## src/rtl/status_blinker_pkg.sv

```systemverilog
// Shared encodings and defaults for the status LED blinker.
package status_blinker_pkg;

  typedef enum logic [1:0] {
    MODE_OFF   = 2'b00,
    MODE_ON    = 2'b01,
    MODE_BLINK = 2'b10,
    MODE_BURST = 2'b11
  } mode_e;

  typedef enum logic [1:0] {
    B_ON  = 2'd0,
    B_OFF = 2'd1,
    B_GAP = 2'd2
  } bstate_e;

  // Default reset period: all ones, truncated to the counter width.
  localparam int unsigned ROLLOVER = 32'hFFFF_FFFF;

  function automatic int ch_width(int n);
    return (n > 1) ? $clog2(n) : 1;
  endfunction

endpackage

```

## src/rtl/status_blinker_if.sv

```systemverilog
// Single-cycle configuration write bus for the status blinker.
interface status_blinker_if
  import status_blinker_pkg::*;
#(
  parameter int NUM_CH  = 4,
  parameter int CNT_W   = 24,
  parameter int BURST_W = 4
);
  localparam int CH_W = ch_width(NUM_CH);

  logic               cfg_wr;
  logic [CH_W-1:0]    cfg_ch;
  logic [1:0]         cfg_mode;
  logic [CNT_W-1:0]   cfg_period;
  logic [BURST_W-1:0] cfg_count;

  modport master (output cfg_wr, cfg_ch, cfg_mode, cfg_period, cfg_count);
  modport slave  (input  cfg_wr, cfg_ch, cfg_mode, cfg_period, cfg_count);

endinterface

```

## src/rtl/status_blinker_channel.sv

```systemverilog
// One LED channel: period counter, blink phase and burst FSM.
module blink_channel
  import status_blinker_pkg::*;
#(
  parameter int               CNT_W      = 24,
  parameter int               BURST_W    = 4,
  parameter int               GAP_TICKS  = 4,
  parameter logic [CNT_W-1:0] RST_PERIOD = CNT_W'(ROLLOVER)
) (
  input  logic               clk,
  input  logic               rst,
  input  logic               en,
  input  logic               wr,
  input  mode_e              cfg_mode,
  input  logic [CNT_W-1:0]   cfg_period,
  input  logic [BURST_W-1:0] cfg_count,
  output logic               led
);
  localparam int GAP_W = $clog2(GAP_TICKS + 1);

  mode_e              mode;
  logic [CNT_W-1:0]   period;
  logic [CNT_W-1:0]   cnt;
  logic [BURST_W-1:0] count;
  logic [BURST_W-1:0] remaining, remaining_nxt;
  logic [GAP_W-1:0]   gap_cnt, gap_nxt;
  logic               phase;
  bstate_e            state, state_nxt;
  logic               tick;

  assign tick = en && (cnt == period);

  // state register; a config write or a disabled block restarts the pattern
  always_ff @(posedge clk) begin
    if (rst) begin
      mode      <= MODE_BLINK;
      period    <= RST_PERIOD;
      count     <= BURST_W'(1);
      cnt       <= '0;
      phase     <= 1'b0;
      state     <= B_ON;
      remaining <= BURST_W'(1);
      gap_cnt   <= '0;
    end else begin
      if (wr) begin
        mode   <= cfg_mode;
        period <= cfg_period;
        count  <= cfg_count;
      end
      cnt       <= (!en || wr || tick) ? '0 : cnt + CNT_W'(1);
      phase     <= (!en || wr) ? 1'b0 : (phase ^ tick);
      state     <= state_nxt;
      remaining <= remaining_nxt;
      gap_cnt   <= gap_nxt;
    end
  end

  // burst next-state
  always_comb begin
    state_nxt     = state;
    remaining_nxt = remaining;
    gap_nxt       = gap_cnt;
    if (wr) begin
      state_nxt     = B_ON;
      remaining_nxt = cfg_count;
      gap_nxt       = '0;
    end else if (!en) begin
      state_nxt     = B_ON;
      remaining_nxt = count;
      gap_nxt       = '0;
    end else if (tick) begin
      case (state)
        B_ON: begin
          state_nxt     = B_OFF;
          remaining_nxt = remaining - BURST_W'(1);
        end
        B_OFF: begin
          state_nxt = (remaining != '0) ? B_ON : B_GAP;
          gap_nxt   = '0;
        end
        B_GAP: begin
          if (gap_cnt == GAP_W'(GAP_TICKS - 1)) begin
            state_nxt     = B_ON;
            remaining_nxt = count;
            gap_nxt       = '0;
          end else begin
            gap_nxt = gap_cnt + GAP_W'(1);
          end
        end
        default: state_nxt = B_ON;
      endcase
    end
  end

  // led output; a burst of zero flashes stays dark
  always_comb begin
    led = 1'b0;
    if (en) begin
      case (mode)
        MODE_ON:    led = 1'b1;
        MODE_BLINK: led = phase;
        MODE_BURST: led = (count != '0) && (state == B_ON);
        default:    led = 1'b0;
      endcase
    end
  end

endmodule

```

## src/rtl/status_blinker.sv

```systemverilog
// Multi-channel status LED driver: enable synchroniser, config decode, channel array.
module status_blinker
  import status_blinker_pkg::*;
#(
  parameter int               NUM_CH     = 4,
  parameter int               CNT_W      = 24,
  parameter int               BURST_W    = 4,
  parameter int               GAP_TICKS  = 4,
  parameter logic [CNT_W-1:0] RST_PERIOD = CNT_W'(ROLLOVER)
) (
  input  logic              clk,
  input  logic              rst,
  input  logic              enable,
  status_blinker_if.slave   cfg,
  output logic [NUM_CH-1:0] led,
  output logic              enabled
);
  logic sync1;

  // enable comes from another domain (e.g. PLL lock)
  always_ff @(posedge clk) begin
    if (rst) begin
      sync1   <= 1'b0;
      enabled <= 1'b0;
    end else begin
      sync1   <= enable;
      enabled <= sync1;
    end
  end

  for (genvar i = 0; i < NUM_CH; i++) begin : g_ch
    logic sel;
    assign sel = cfg.cfg_wr && (int'(cfg.cfg_ch) < NUM_CH) && (int'(cfg.cfg_ch) == i);

    blink_channel #(
      .CNT_W      (CNT_W),
      .BURST_W    (BURST_W),
      .GAP_TICKS  (GAP_TICKS),
      .RST_PERIOD (RST_PERIOD)
    ) u_ch (
      .clk        (clk),
      .rst        (rst),
      .en         (enabled),
      .wr         (sel),
      .cfg_mode   (mode_e'(cfg.cfg_mode)),
      .cfg_period (cfg.cfg_period),
      .cfg_count  (cfg.cfg_count),
      .led        (led[i])
    );
  end

endmodule

```

## src/flat_wrapper.sv

```systemverilog
// flat-port wrapper written by rule: the top's interface ports become plain ports
module status_blinker_flat import status_blinker_pkg::*;
#(
  parameter int               NUM_CH     = 4,
  parameter int               CNT_W      = 24,
  parameter int               BURST_W    = 4,
  parameter int               GAP_TICKS  = 4,
  parameter logic [CNT_W-1:0] RST_PERIOD = CNT_W'(ROLLOVER)
)
  (clk, rst, enable, led, enabled, cfg_cfg_wr, cfg_cfg_ch, cfg_cfg_mode, cfg_cfg_period, cfg_cfg_count);
  status_blinker_if #(.NUM_CH(NUM_CH), .CNT_W(CNT_W), .BURST_W(BURST_W)) cfg_i ();
  input  logic clk;
  input  logic rst;
  input  logic enable;
  output logic [NUM_CH-1:0] led;
  output logic enabled;
  input wire logic [$bits(cfg_i.cfg_wr)-1:0] cfg_cfg_wr;
  input wire logic [$bits(cfg_i.cfg_ch)-1:0] cfg_cfg_ch;
  input wire logic [$bits(cfg_i.cfg_mode)-1:0] cfg_cfg_mode;
  input wire logic [$bits(cfg_i.cfg_period)-1:0] cfg_cfg_period;
  input wire logic [$bits(cfg_i.cfg_count)-1:0] cfg_cfg_count;
  assign cfg_i.cfg_wr = cfg_cfg_wr;
  assign cfg_i.cfg_ch = cfg_cfg_ch;
  assign cfg_i.cfg_mode = cfg_cfg_mode;
  assign cfg_i.cfg_period = cfg_cfg_period;
  assign cfg_i.cfg_count = cfg_cfg_count;
  status_blinker #(.NUM_CH(NUM_CH), .CNT_W(CNT_W), .BURST_W(BURST_W), .GAP_TICKS(GAP_TICKS), .RST_PERIOD(RST_PERIOD)) u_core (.clk(clk), .rst(rst), .enable(enable), .cfg(cfg_i), .led(led), .enabled(enabled));
endmodule
```

## config.mk

```make
export PLATFORM = sky130hd
export DESIGN_NAME = status_blinker_flat
export DESIGN_NICKNAME = d
export VERILOG_FILES = /design/src/rtl/status_blinker_pkg.sv /design/src/rtl/status_blinker_if.sv /design/src/rtl/status_blinker_channel.sv /design/src/rtl/status_blinker.sv /design/src/flat_wrapper.sv
export SDC_FILE = /design/constraint.sdc
export NUM_CORES = 1
export LEC_CHECK = 0
export CORE_UTILIZATION = 55
export DETAILED_ROUTE_END_ITERATION = 12
export MAX_ROUTING_LAYER = met4
export PLACE_DENSITY = 0.75
export SYNTH_ARGS = -nofsm -noshare
export SYNTH_HDL_FRONTEND = slang
export SYNTH_HIERARCHICAL = 1
export SYNTH_SLANG_ARGS = --single-unit
```

## constraint.sdc

```tcl
create_clock -name clk -period 1.75 [get_ports clk]
set_input_delay 0.4375 -clock clk [delete_from_list [all_inputs] [get_ports clk]]
set_output_delay 0.4375 -clock clk [all_outputs]
set_load 0.02 [all_outputs]
```

==> run metrics <==
fin area 0.0175 mm^2; Hold Path Stages 1; final WL 40,400 um; Max Clock Skew 0.0111 ns; sequential-to-total area share from yosys stat 42.6%; Post-Place Cells 1,853; fin crit share 126%; FF/Latch Area 0.00525 mm^2; asr flop ratio synth 0%; Max IR drop VDD 0.794 mV; worst r2r src u_core/enabled; Top FF cell, synth dfxtp_1; Routed Antenna Nets 0; failing checks negative setup slack; IO buf count 40; CTS tree built; worst-case reg-to-reg path depth 7; Synth top cells by count dfxtp_1 (258), nand2_1 (167), xnor2_1 (162); top cells by area, synth dfxtp_1 (43%), xnor2_1 (12%), mux2i_1 (11%); die height 150 um; largest family of logic cells by synthesized area simple AND/OR/NAND/NOR gates; final hold vios 0; Post-Synth Simple-Gate Area 20.7%; die area 0.0226 mm^2; signal arrival time at the worst endpoint 1.77 ns; Final Slew Violations 0; Synth top area share 42.6%; drt drc 0; vias in the first global route 10,600; Sw Ratio 23.9%; DP HPWL 22,500 um; Layout fillers 1,151; initial antenna violation count 1; Top Ports 41; worst-path maximum fanout 2; PD cells 725 mW/mm^2; num rows 53; Ys Warns 6; RSZ-0062 raised after global routing yes; Syn Inst Count 1,349; DRT Pass-1 Iters 5; chip width 150 um; layout cell share with drive strength beyond 1 35.5%; GR peak layer met2; final worst setup slack -0.457 ns; Synth Net Count 1,410; Crit Path Category flip-flop to primary output; multi-input logic area 0.00779 mm^2; worst-margin pin slew 0.534 ns; #FFs+latches synth 258; GRT met2 Usage 50.8%; P&R area growth vs syn 44.0%; Worst-Skew Late Latency 0.54 ns; Max H-tree Level 1; sequential share of power 48.2%; max incr delay on CP 0.33 ns; NetSw 3020 uW; Final setup viols 138; Mapped Area 0.0121 mm^2; fmax 453 MHz; Initial Utilization 57.0%; RR Endpoint u_core/g_ch[0].u_ch/phase; Syn Area/Cell 8.99 um^2; number of synthesized flops with an enable pin 0; Crit. End Element primary output; Comb power frac 7.8%; Reg clk slew, reported paths 0.06 ns; Hold Crit Endpoint u_core/enabled; # clock sinks 258; crit path cell chain inv_2 -> ha_4 -> o41ai_4 -> a311oi_2 -> buf_4 -> buf_6; min-delay src u_core/sync1; vias per inst 5.85; WL/cell 20.6 um; Critical Path Source Type flip-flop; hold_buf cts 0; Root Buffer clkbuf_16; most common cell in the synthesized netlist dfxtp_1; status complete, but fails checks; nets 1,726; Leak 0.00633 uW; max cap viols 0; Synth Area in Adders 2.58%; fraction of synthesized area in multiplexers 10.9%; CP max-delay cell dfxtp_2; post-synth top area cell dfxtp_1; DP Area 0.0147 mm^2; Yosys cell types 39; first-pass GRT wire length 53,800 um; GRT Resource Usage Total 31.6%; initial drt markers 928; worst hold path class flip-flop to flip-flop; total number of vias 11,500; worst reg-to-reg setup slack -0.34 ns; met1 GRT Util 39.0%; Compound-Gate Fraction of Synth Area 5.74%; Final GP Congestion 0.906; Post-Synth XOR/XNOR Area 13.9%; total gr overflow 0; WP data required 1.31 ns; Clock power frac 44.0%; Inserted Clock Buffers 27; M3 GR Usage 6.39%; Core Area 0.0213 mm^2; pin count of the biggest net entering global routing 35; Power Internal 9640 uW; Max-slew headroom 64.1%; Final Non-Filler Cells 1,959; post-layout min period 2.21 ns; CTS max path bufs 3
-- how the worst max path moves through the flow --
stage                                            start                         to  slack [ns]  cells after the start
after detailed placement  u_core/g_ch[2].u_ch/state[0]                     led[2]       -0.42                      6
after CTS                 u_core/g_ch[2].u_ch/state[1]                     led[2]       -0.47                      6
after floorplan            u_core/g_ch[3].u_ch/cnt[20]  u_core/g_ch[3].u_ch/phase      0.0002                      6
after global routing      u_core/g_ch[0].u_ch/state[0]                     led[0]       -0.51                      6
final                     u_core/g_ch[0].u_ch/state[1]                     led[0]       -0.46                      6
after global placement    u_core/g_ch[2].u_ch/state[0]                     led[2]       -0.44                      6
-- sequential cells by signal (all words and copies together) (netlist names) --
name	count
u_core/g_ch.u_ch/cnt	96
u_core/g_ch.u_ch/period	96
u_core/g_ch.u_ch/count	16
u_core/g_ch.u_ch/remaining	16
u_core/g_ch.u_ch/gap_cnt	12
u_core/g_ch.u_ch/mode	8
u_core/g_ch.u_ch/state	8
u_core/g_ch.u_ch/phase	4
u_core/enabled	1
u_core/sync1	1
-- cells by family (layout without fill, tap and decap cells) --
| group | count (synthesis) | in the layout |
|---|---|---|
| other | 0 | 1 |
| AOI/OAI and AO/OA | 108 | 108 |
| and+or+nand+nor | 522 | 522 |
| buffers and inverters | 112 | 446 |
| DFF | 258 | 258 |
| xor gates and xnor gates | 192 | 192 |
| adders and majority gates | 25 | 25 |
| muxes | 132 | 132 |
-- what timing repair did --
action | 4_1_cts | 5_1_grt
endpoints found under the setup margin | 141 | 140
setup buffers | 27 | 29
pin swaps | 61 | 107
resized for setup | 131 | 220
gates cloned | 3 | 8
-- layout make-up --
type	instances	area share [%]
clock buffer	40	4.44
clock inverter	7	0.358
multi-input combinational	979	44.6
antenna	1	0.0143
tap	275	1.97
inverter	52	1.12
timing repair buffer	347	17.4
sequential	258	30.1
-- routing by layer --
metal | up-vias | wire [um]
li1 | 5242 | -
met1 | 5516 | 15600
met2 | 576 | 19800
met3 | 131 | 3360
met4 | 0 | 1570
met5 | - | 0
-- stage by stage --
step / hold WS (ns) / setup TNS [ns] / total power [uW] / utilization, % / setup slack (ns)
after floorplan: 0.414 / 0 / 6660 / - / 0.000175
after global placement: 0.423 / -71.11 / 7040 / 68.8 / -0.440
after detailed placement: 0.436 / -73.60 / 7060 / 68.8 / -0.417
after CTS: 0.446 / -3.41 / 12600 / 75.9 / -0.472
after global routing: 0.456 / -22.70 / 13000 / 82.0 / -0.512
final: 0.444 / -17.39 / 12700 / 82.0 / -0.457
-- cell usage in the layout, fill, tap and decap left out, types with 32 or more instances in the layout --
cell and instances:
nand2_1 164, nor2_1 78, nand4_1 49, inv_1 44, clkdlybuf4s50_1 35, dfxtp_1 198
nand3_1 36, clkbuf_16 32, dfxtp_2 55, nor2_4 46, xnor2_1 145, buf_4 269
mux2i_1 132
-- critical path: cells and delay by family, from the launching register on --
kind | cells | cell delay [ns]
DFF | 1 | 0.33
buffers and inverters | 3 | 0.39
AOI/OAI and AO/OA | 2 | 0.36
adders and majority gates | 1 | 0.16
-- power by group through the flow --
stage	registers, uW	logic [uW]	clock network, uW
floorplan	6200	460	0
global placement	6210	822	0
global route	6110	1030	5850
detailed placement	6220	841	0
finish	6110	989	5570
CTS	6090	882	5580
Power figures use the tool's default switching activity.
